File: config.mk
export PLATFORM = sky130hd
export DESIGN_NAME = prn_range_draw
export DESIGN_NICKNAME = d
export VERILOG_FILES = /design/src/rtl/prn_range_draw.sv
export SDC_FILE = /design/constraint.sdc
export NUM_CORES = 1
export LEC_CHECK = 0
export ABC_AREA = 1
export ABC_CLOCK_PERIOD_IN_PS = 1550
export CELL_PAD_IN_SITES_DETAIL_PLACEMENT = 0
export CELL_PAD_IN_SITES_GLOBAL_PLACEMENT = 2
export CORE_MARGIN = 3
export CORE_UTILIZATION = 28
export CTS_CLUSTER_DIAMETER = 80
export DETAILED_ROUTE_END_ITERATION = 10
export GPL_TIMING_DRIVEN = 0
export PLACE_DENSITY_LB_ADDON = 0.1
export SETUP_SLACK_MARGIN = 0.5
export SLEW_MARGIN = 40
export SYNTH_ARGS = -nofsm -noshare
export SYNTH_HDL_FRONTEND = slang
export SYNTH_SLANG_ARGS = --single-unit
export TNS_END_PERCENT = 1
File: constraint.sdc
create_clock -name clk -period 1.55 [get_ports clk]
set_input_delay 0.31 -clock clk [delete_from_list [all_inputs] [get_ports clk]]
set_output_delay 0.31 -clock clk [all_outputs]
set_load 0.05 [all_outputs]
File: src/rtl/prn_range_draw.sv
// Rejection-sampling draw of a uniform value in [0, RANGE-1] from the 5-bit LFSR bus, with a bounded-latency mod fallback.
// Optional no-repeat rule enabled by defining PRN_NO_REPEAT_EN.
module prn_range_draw #(
    parameter int RANGE     = 20,
    parameter int MAX_TRIES = 8
) (
    input  logic       clk,
    input  logic       rst,
    input  logic [4:0] prn,
    input  logic       req,
    output logic       busy,
    output logic       out_valid,
    input  logic       out_ready,
    output logic [4:0] out_value,
    output logic       fallback,
    output logic [7:0] draw_count
);
    localparam logic [5:0] RANGE_W  = 6'(RANGE);
    localparam logic [3:0] LAST_TRY = 4'(MAX_TRIES - 1);

    typedef enum logic [1:0] {IDLE, DRAW, HOLD} state_t;

    state_t     state_q, state_d;
    logic [3:0] tries_q, tries_d;
    logic [4:0] value_q, value_d;
    logic       fb_q, fb_d;
    logic [7:0] cnt_q, cnt_d;

    logic [4:0] prn_mod;
    logic [4:0] fb_value;
    logic       in_range;
    logic       repeat_hit;
    logic       legal;

    // Constant divisor, so this reduces to plain combinational logic.
    assign prn_mod  = 5'({1'b0, prn} % RANGE_W);
    assign in_range = ({1'b0, prn} < RANGE_W);

`ifdef PRN_NO_REPEAT_EN
    localparam bit REP_OK = (RANGE > 1);

    logic [4:0] last_value_q, last_value_d;
    logic       last_valid_q, last_valid_d;
    logic [4:0] last_next;
    logic       rep_active;

    assign rep_active = REP_OK && last_valid_q;
    assign last_next  = ((6'(last_value_q) + 6'd1) == RANGE_W) ? 5'd0 : last_value_q + 5'd1;
    assign repeat_hit = rep_active && (prn == last_value_q);
    assign fb_value   = (rep_active && (prn_mod == last_value_q)) ? last_next : prn_mod;
`else
    assign repeat_hit = 1'b0;
    assign fb_value   = prn_mod;
`endif

    assign legal = in_range && !repeat_hit;

    always_comb begin
        state_d = state_q;
        tries_d = tries_q;
        value_d = value_q;
        fb_d    = fb_q;
        cnt_d   = cnt_q;
`ifdef PRN_NO_REPEAT_EN
        last_value_d = last_value_q;
        last_valid_d = last_valid_q;
`endif
        case (state_q)
            IDLE: begin
                if (req) begin
                    state_d = DRAW;
                    tries_d = 4'd0;
                end
            end
            DRAW: begin
                if (legal) begin
                    value_d = prn;
                    fb_d    = 1'b0;
                    state_d = HOLD;
                end else if (tries_q == LAST_TRY) begin
                    value_d = fb_value;
                    fb_d    = 1'b1;
                    state_d = HOLD;
                end else begin
                    tries_d = tries_q + 4'd1;
                end
            end
            HOLD: begin
                if (out_ready) begin
                    state_d = IDLE;
                    cnt_d   = cnt_q + 8'd1;
`ifdef PRN_NO_REPEAT_EN
                    last_value_d = value_q;
                    last_valid_d = 1'b1;
`endif
                end
            end
            default: state_d = IDLE;
        endcase
    end

    always_ff @(posedge clk or posedge rst) begin
        if (rst) begin
            state_q <= IDLE;
            tries_q <= 4'd0;
            value_q <= 5'd0;
            fb_q    <= 1'b0;
            cnt_q   <= 8'd0;
`ifdef PRN_NO_REPEAT_EN
            last_value_q <= 5'd0;
            last_valid_q <= 1'b0;
`endif
        end else begin
            state_q <= state_d;
            tries_q <= tries_d;
            value_q <= value_d;
            fb_q    <= fb_d;
            cnt_q   <= cnt_d;
`ifdef PRN_NO_REPEAT_EN
            last_value_q <= last_value_d;
            last_valid_q <= last_valid_d;
`endif
        end
    end

    assign busy       = (state_q != IDLE);
    assign out_valid  = (state_q == HOLD);
    assign out_value  = value_q;
    assign fallback   = fb_q;
    assign draw_count = cnt_q;
endmodule
==> results.md <==
- Worst r2r src: tries_q[0]
- CP Data Arrival Time: 1.02 ns
- Io pins: 25
- # hold bufs at CTS: 0
- Library cells used by synthesis: 20
- Post-Syn Nets: about 160
- Seq/Total Area, Yosys: 43.9%
- Tot GR Track Use: 10.8%
- Synthesized area: between 0.001 and 0.0015 mm²
- Core Rows: 22
- DRC viols: 0
- WP data required: 1.24 ns
- CP startpoint kind: flip-flop
- CP startpoint: state_q[1]
- Max incr delay on CP: 0.44 ns
- Syn Area/Cell: 8.03 µm²
- Place WS: -0.195 ns
- Grt ovf: 0
- Drt pass-1 iters: 4
- Commonest non-fill, non-tap cells in the layout: nand2_1 (55), inv_1 (12), dfrtp_1 (11), nand3_1 (10), dfrtp_2 (9)
- Max VDD drop: 0.952 mV
- Area grow syn2layout: 34.1%
- Initial Utilization: 30.0%
- GP Congestion: 0.694
- Min-Delay Path Class: input port to async pin
- Layout cell share with drive strength beyond 1: 30.6%
- Clock-pin slew on the worst setup and hold paths: 0.07 ns
- Maximum level of the CTS H-tree: 1
- Max_slew headroom: 71.2%
- Die area: between 0.004 and 0.005 mm²
- Outcome: finished clean
- Die Ht: 69.8 µm
- TritonCTS buffer count: 3
- Final wirelength: 2330 µm
- Vias in the first global route: roughly 940
- Post-route minimum period: 1.33 ns
- Avg WL per Cell: about 11 µm
- Most common cell after layout, fill and taps aside: nand2_1
- Skew final: 0.00724 ns
- Final setup viols: 0
- FF-to-FF End: out_value[3]
- RSZ-0062 raised after global routing: true
- First-pass GRT wire length: 4220 µm
- Pleak: 0.760 nW
- DP HPWL: 1760 µm
- Clock latency on the worst-skew pair: 0.26 ns
- Post-placement cell area: 0.00147 mm²
- Yosys warning count: 0
- R2R cell count: 7
- Critical Path Slowest Stage Cell: dfrtp_2
- Setup crit end kind: primary output
- Clock buffer depth: 2
- Top Family by Delay on Critical Path: flip-flops
- CP Buf/Inv Count: 2
- CP max FO: 3
- Diodes inserted: 0
- Worst path cell trace: nor2_4 > inv_2 > buf_6
- CTS root buf: clkbuf_8
- Largest net degree at the start of global routing: 21
- Final worst setup slack: around 0.22 ns
- MaxCap Viol Count: 0
- Sink Count: 20
- Final Max Tran Viols: 0
- Endpoints failing hold: 0
- Initial DRC count: 19
- Die width: roughly 70 µm
- Cell Pwr Density: approximately 1700 mW/mm²
- Post-layout util: approximately 40%
- Mapped Cells: 142
- Design Area, Final: 0.00153 mm²
- TritonCTS clock tree: done
- Vias post-DR: 942
- Core Region: roughly 0.0038 mm²
- Initial antenna violation count: 0
- Pwr Total: around 0.0027 W
- IO buf count: 24
- Worst-Margin Slew: between 0.4 and 0.5 ns
- Number of routed nets with antenna violations: 0
- Nets@finish: 187
- Synthesized flop and latch total: 20
- DR vias/cell: 4.26
- Setup CP Type: flip-flop to primary output
- Final Cycle Share: between 80% and 90%
- Flop2flop setup slack: 0.32 ns
- Peak Freq: about 750 MHz
-- worst max path at each step --
stage               slack [ns]       endpoint  cells after the start
global route              0.18           busy                      3
CTS                       0.18           busy                      3
detailed placement       -0.20           busy                      3
finish                    0.22           busy                      3
global placement         -0.19           busy                      3
floorplan                 0.38  draw_count[4]                      5
-- cell usage after synthesis --
| cell type | number | area share (%) |
|---|---|---|
| nand3_1 | 11 | 4.8 |
| o21ai_0 | 1 | 0.44 |
| nor2_4 | 2 | 2.0 |
| nand2_1 | 55 | 18 |
| nand4_1 | 3 | 1.6 |
| nor3b_1 | 1 | 0.66 |
| nand3_4 | 3 | 4.6 |
| ha_1 | 4 | 4.4 |
| nand2_2 | 1 | 0.55 |
| a21oi_1 | 2 | 0.88 |
| o31ai_1 | 1 | 0.66 |
| o22ai_1 | 1 | 0.55 |
| nor2_1 | 10 | 3.3 |
| xor2_1 | 2 | 1.5 |
| inv_2 | 3 | 0.99 |
| inv_4 | 1 | 0.55 |
| xnor2_1 | 2 | 1.5 |
| dfrtp_1 | 20 | 44 |
| nand2_4 | 4 | 4.0 |
| inv_1 | 15 | 4.9 |
-- what timing repair did --
action | CTS | global route
setup endpoints to repair | 32 | 36
buffers inserted | 2 | 1
gates resized for setup | 71 | 10
pin swaps | 1 | 1
-- where the power goes --
part           switching (W)  internal (W)  total, W
sequential          0.000192      0.000699  0.000890
clock               0.000167      0.000183  0.000350
combinational       0.000949      0.000464   0.00141
-- flip-flops by register name (all words and copies together) (netlist names) --
register    flops
draw_count      8
fallback        1
out_value       5
state_q         2
tries_q         4
-- stage by stage --
| step | hold slack (ns) | instances | TNS, ns |
|---|---|---|---|
| floorplan | 0.273 | 142 | 0 |
| global placement | 0.462 | 214 | -0.432 |
| detailed placement | 0.466 | 214 | -0.488 |
| CTS | 0.385 | 220 | 0 |
| global route | 0.430 | 221 | 0 |
| finish | 0.368 | 221 | 0 |
-- cells by family after synthesis --
kind of cell | synth area share, %
compound gates | 2.52
xor+xnor | 3.07
fa+ha+maj | 4.39
buf+inv | 6.48
flops | 43.9
simple gates | 39.6
-- layer usage --
layer  GRT usage [%]  vias up  wire, µm
met5               0        -         0
met4            5.32        0        48
met3            3.19        5       102
li1                -      505         -
met2            16.6       21      1010
met1            13.7      411      1170
-- cell type report --
cell class / count / area [µm²]
Inverter: 19 / 73.8
Multi-Input combinational cell: 103 / 601
Clock buffer: 4 / 45.0
Tap cell: 48 / 60.1
Fill cell: 388 / 2270
Timing Repair Buffer: 27 / 238
Sequential cell: 20 / 512
Power figures use the tool's default switching activity.
==> edit 1, RTL diff (same settings) <==
Re-encode `state_t` (3 states) as one-hot, 3 bits wide.
--- a/src/rtl/prn_range_draw.sv
+++ b/src/rtl/prn_range_draw.sv
@@ -18,7 +18,7 @@
     localparam logic [5:0] RANGE_W  = 6'(RANGE);
     localparam logic [3:0] LAST_TRY = 4'(MAX_TRIES - 1);
 
-    typedef enum logic [1:0] {IDLE, DRAW, HOLD} state_t;
+    typedef enum logic [2:0] {IDLE = 3'b001, DRAW = 3'b010, HOLD = 3'b100} state_t;
 
     state_t     state_q, state_d;
     logic [3:0] tries_q, tries_d;
Behaviour: same outputs for any inputs over 10 cycles, from zero or initial values and one cycle with rst high; not proved beyond that.
==> edit 1 against the original RTL <==
  * Via count is 7.2% higher
  * Global-route usage is 0.15 points lower
  * Design area is 3.6% higher
  * Sequential cell count is 1 higher
  * Routed wire length is 6.7% higher
  * Clock power hardly changed
  * Setup slack worse by 110 ps
  * Die area is 4.4% higher
  * Count of clock-buffer cells in the layout stayed put
  * Total power is 0.84% higher
  * Synthesized area is 4.8% higher
  * Sequential power is 4.7% higher
==> edit 1: results (changes against the original RTL) <==
Synthesized Nets = 166 (+7.1%)
Clock Latency Late Sink = 250 ps
syn avg cell area = 7.81 um^2 (-2.7%)
largest net degree at the start of global routing = 22 (+4.8%)
Commonest cells post-synth = nand2_1 (61), dfrtp_1 (20), inv_1 (15)
WL per Instance = 10.6 um (+1.2%)
clk root buf = clkbuf_8
clock skew = 1.72 ps (-5.52 ps)
Switch Pwr = 1.32 mW (+0.83%)
Synth Flop Type = dfrtp_1
worst hold slack = 379 ps (+10.8 ps)
Sw Ratio = 49.3% (about the same)
first-pass GRT wire length = 4350 um (+3.3%)
r2r startpoint = tries_q[0]$_DFFE_PP0P_
share of cells above drive strength 1 = 21.9% (-8.8 points)
Initial DRC Count = 23 (+4)
HPWL Detailed = 1910 um (+8.6%)
max reg flops = 8 (unchanged)
largest cells by area after synthesis = dfrtp_1 (42%), nand2_1 (19%), nand3_1 (5.0%), inv_1 (4.7%), ha_1 (4.2%)
max incr delay on CP = 560 ps (+120 ps)
outcome = finished, final reports clean
GR Util All Layers = 10.6% (-0.15 points)
Routability Congestion = 0.774 (+12%)
Seq pwr share = 34.8% (+1.2 points)
placed instance area = 0.00151 mm^2 (+2.2%)
CP arrival = 1130 ps (+110 ps)
NumNets Final = 197 (+5.3%)
pre-CTS setup slack = -306 ps (-111 ps)
reg2reg end = out_value[1]$_DFFE_PP0P_
reg2reg setup slack = 260 ps (-60 ps)
initial antenna violation count = 0 (unchanged)
post-synthesis sequential area ratio = 44.1% (+0.18 points)
Leakage = 0.811 nW (+6.7%)
vias = 1010 (+7.2%)
worst slew pin tran = 500 ps (+69.0 ps)
top cell type's share of synthesized area = 41.9% (-2.0 points)
diodes inserted = 0 (unchanged)
non-filler cells, final = 233 (+5.4%)
Logic pwr share = 52.1% (-1.1 points)
H-tree depth = 1 (unchanged)
VDD IR-drop max = 0.000426 V (-55%)
CP max stage cell = dfstp_2
number of port buffers = 24 (unchanged)
post-synthesis cell type count = 23 (+15%)
filler instances = 392 (+1.0%)
-- edit 1: per-layer routing --
metal	vias to the layer above	GRT usage [%]	wire (um)
li1	535	-	-
met1	457	12.5	1070
met2	14	18.8	1290
met3	4	1.96	84
met4	0	4.59	38
met5	-	0	0
-- edit 1: what timing repair did --
item	CTS	global route
gates resized for setup	52	2
setup buffers	2	0
endpoints found under the setup margin	37	37
gates cloned	0	0
-- edit 1: final cells by class --
class                   instances  area (um^2)  share of cell area (%)
flip-flops and latches         21          531                    33.5
multi-input cells             113          607                    38.3
clock buffers                   4         45.0                    2.84
repair buffers                 26          265                    16.7
well taps                      50         62.6                    3.95
inverters                      19         73.8                    4.66
-- edit 1: cells by family (layout without fill, tap and decap cells) --
family,Yosys count,count (layout),synth area share (%)
AND/OR/NAND/NOR,97,97,38.6
flip-flops,21,21,44.1
buffers and inverters,19,49,6.18
AO/OA/AOI/OAI,7,7,3.25
XOR/XNOR,5,5,3.67
adder cells (fa/ha/maj),4,4,4.19
-- edit 1: worst max-delay path, delay by kind of cell (launching register included) --
family                 cells  cell delay, ps
buffers and inverters      3             230
flip-flops                 1             560
AND/OR/NAND/NOR            1              70
-- edit 1: how the worst max path moves through the flow --
| stage | slack, ps | start | to | cells past startpoint |
|---|---|---|---|---|
| finish | 110 | state_q[0]$_DFFE_PP1P_ | out_valid | 4 |
| global route | 70 | state_q[0]$_DFFE_PP1P_ | out_valid | 4 |
| CTS | 100 | state_q[0]$_DFFE_PP1P_ | out_valid | 4 |
| detailed placement | -310 | state_q[1]$_DFFE_PP0P_ | out_valid | 4 |
| global placement | -300 | state_q[1]$_DFFE_PP0P_ | out_valid | 4 |
| floorplan | 210 | state_q[1]$_DFFE_PP0P_ | state_q[0]$_DFFE_PP1P_ | 6 |
==> edit 2, RTL diff (config.mk and constraints unchanged) <==
Made on the original files. The parameter `RANGE` goes from 20 to 15.
--- a/src/rtl/prn_range_draw.sv
+++ b/src/rtl/prn_range_draw.sv
@@ -1,7 +1,7 @@
 // Rejection-sampling draw of a uniform value in [0, RANGE-1] from the 5-bit LFSR bus, with a bounded-latency mod fallback.
 // Optional no-repeat rule enabled by defining PRN_NO_REPEAT_EN.
 module prn_range_draw #(
-    parameter int RANGE     = 20,
+    parameter int RANGE     = 15,
     parameter int MAX_TRIES = 8
 ) (
     input  logic       clk,
Behaviour: not the same (a bounded check fails within 4 cycles, from zero or initial values and one cycle with rst high).
==> edit 2 against the original RTL <==
  * Total power is 21% higher
  * Design area up 20%
  * Critical path type is now in -> reg
  * Synthesized area increased by 4.6%
  * Hold slack better by 0.80 ps
  * Utilization rose by 4.9 points
  * Fmax decreased by 11%
  * Critical path depth up 11
  * Via count up 21%
  * Routed wire length is 30% higher
  * Setup slack lost 160 ps
  * Highest routed layer unchanged
  * Combinational power is 28% higher
  * Sequential share of layout area shrank 6.1 points
  * Largest cell class unchanged
  * Sequential cell count did not move
  * Register-to-register slack got worse by 230 ps
==> edit 2: results (changes against the original RTL) <==
WL per Instance = 12.5 um (+19%)
vias in the first global route = 1174 (+25%)
vias = 1141 (+21%)
complex-gate fraction of the synthesized area = 9.97% (+7.4 points)
reg2reg end = out_value[1]$_DFFE_PP0P_
largest cells by area after synthesis = dfrtp_1 (42%), nand2_1 (12%), inv_1 (5.7%), nand3_1 (5.0%), nor2_1 (4.7%)
GR Util All Layers = 13.0% (+2.2 points)
M1 wire length = 1350 um (+16%)
Synth Flop Type = dfrtp_1
Rel. slew slack = 67.2% (-4.0 points)
Commonest cells post-synth = nand2_1 (37), dfrtp_1 (20), inv_1 (18)
Switch Pwr = 1.56 mW (+19%)
clk root buf = clkbuf_8
placed instance area = 0.00157 mm^2 (+6.5%)
outcome = finished, final reports clean
Leakage = 0.881 nW (+16%)
adder-cell share of the synthesized area = 4.20% (-0.19 points)
Hold Path Depth = 3
max incr delay on CP = 160 ps (-280 ps)
Routability Congestion = 0.850 (+23%)
met3 wire length = 118 um (+16%)
CP Max Fanout = 6 (+3)
post-synthesis sequential area ratio = 42.0% (-1.9 points)
CP arrival = 1690 ps (+670 ps)
reg2reg setup slack = 90 ps (-230 ps)
clock skew = 9.66 ps (+2.42 ps)
post-synthesis cell type count = 28 (+40%)
worst hold slack = 369 ps (+0.803 ps)
HPWL Detailed = 2200 um (+25%)
DR WL met2 = 1500 um (+48%)
Synthesized Nets = 165 (+6.5%)
share of cells above drive strength 1 = 40.6% (+10 points)
max reg flops = 8 (unchanged)
CP max stage cell = ha_4
Post-Synth XOR/XNOR Area = 5.14% (+2.1 points)
first-pass GRT wire length = 5260 um (+25%)
Pre-Repair DR Iteration Count = 2 (-2)
## edit 2: worst max-delay path by stage
stage                     depth (start not counted)  slack, ps                    from                       end
final                                            14         60                  prn[1]  out_value[2]$_DFFE_PP0P_
after global routing                             10        -40  tries_q[0]$_DFFE_PP0P_  out_value[1]$_DFFE_PP0P_
after CTS                                         8         90  tries_q[0]$_DFFE_PP0P_  out_value[0]$_DFFE_PP0P_
after global placement                           14       -780                  prn[2]  out_value[2]$_DFFE_PP0P_
after detailed placement                         14       -800                  prn[2]  out_value[2]$_DFFE_PP0P_
after floorplan                                  13         10                  prn[1]  out_value[2]$_DFFE_PP0P_
## edit 2: repair_timing
action | CTS | global route
gates resized for setup | 80 | 41
setup endpoints to repair | 54 | 34
pin swaps | 8 | 12
buffers inserted | 11 | 1
gates cloned | 0 | 0
## edit 2: power by group through the flow
| stage | sequential [mW] | clock [mW] | combinational (mW) |
|---|---|---|---|
| 2_1_floorplan | 1.36 | 0 | 0.651 |
| 3_3_place_gp | 0.888 | 0 | 1.63 |
| 3_5_place_dp | 0.893 | 0 | 1.64 |
| 4_1_cts | 0.881 | 0.543 | 1.66 |
| 5_1_grt | 0.935 | 0.558 | 1.94 |
| 6_report | 0.897 | 0.528 | 1.80 |
## edit 2: cell families after synthesis
logic type | Yosys count
and+or+nand+nor | 79
DFF | 20
xor gates and xnor gates | 7
buffers and inverters | 23
adders and majority gates | 4
AOI/OAI and AO/OA | 19
## edit 2: per-layer routing
metal	track usage, %	vias to the layer above
met5	0	-
met4	5.22	0
met3	2.81	6
met2	21.5	19
met1	16.5	547
li1	-	569
## edit 2: critical path, delay by kind of cell
kind / cells / cell delay (ps)
and+or+nand+nor: 9 / 750
adders and majority gates: 2 / 310
buffers and inverters: 2 / 200
AOI/OAI and AO/OA: 1 / 110
## edit 2: metrics by stage
stage               setup slack, ps  instances
floorplan                      9.90        152
global placement               -780        226
detailed placement             -800        226
CTS                            89.9        241
global route                  -39.4        242
finish                         59.5        242
## edit 2: layout make-up
class	count	area [um^2]
fill	400	2230
multi-input combinational	109	778
sequential	20	502
timing repair buffer	36	320
inverter	23	96.3
tap	50	62.6
clock buffer	3	41.3
clock inverter	1	30.0
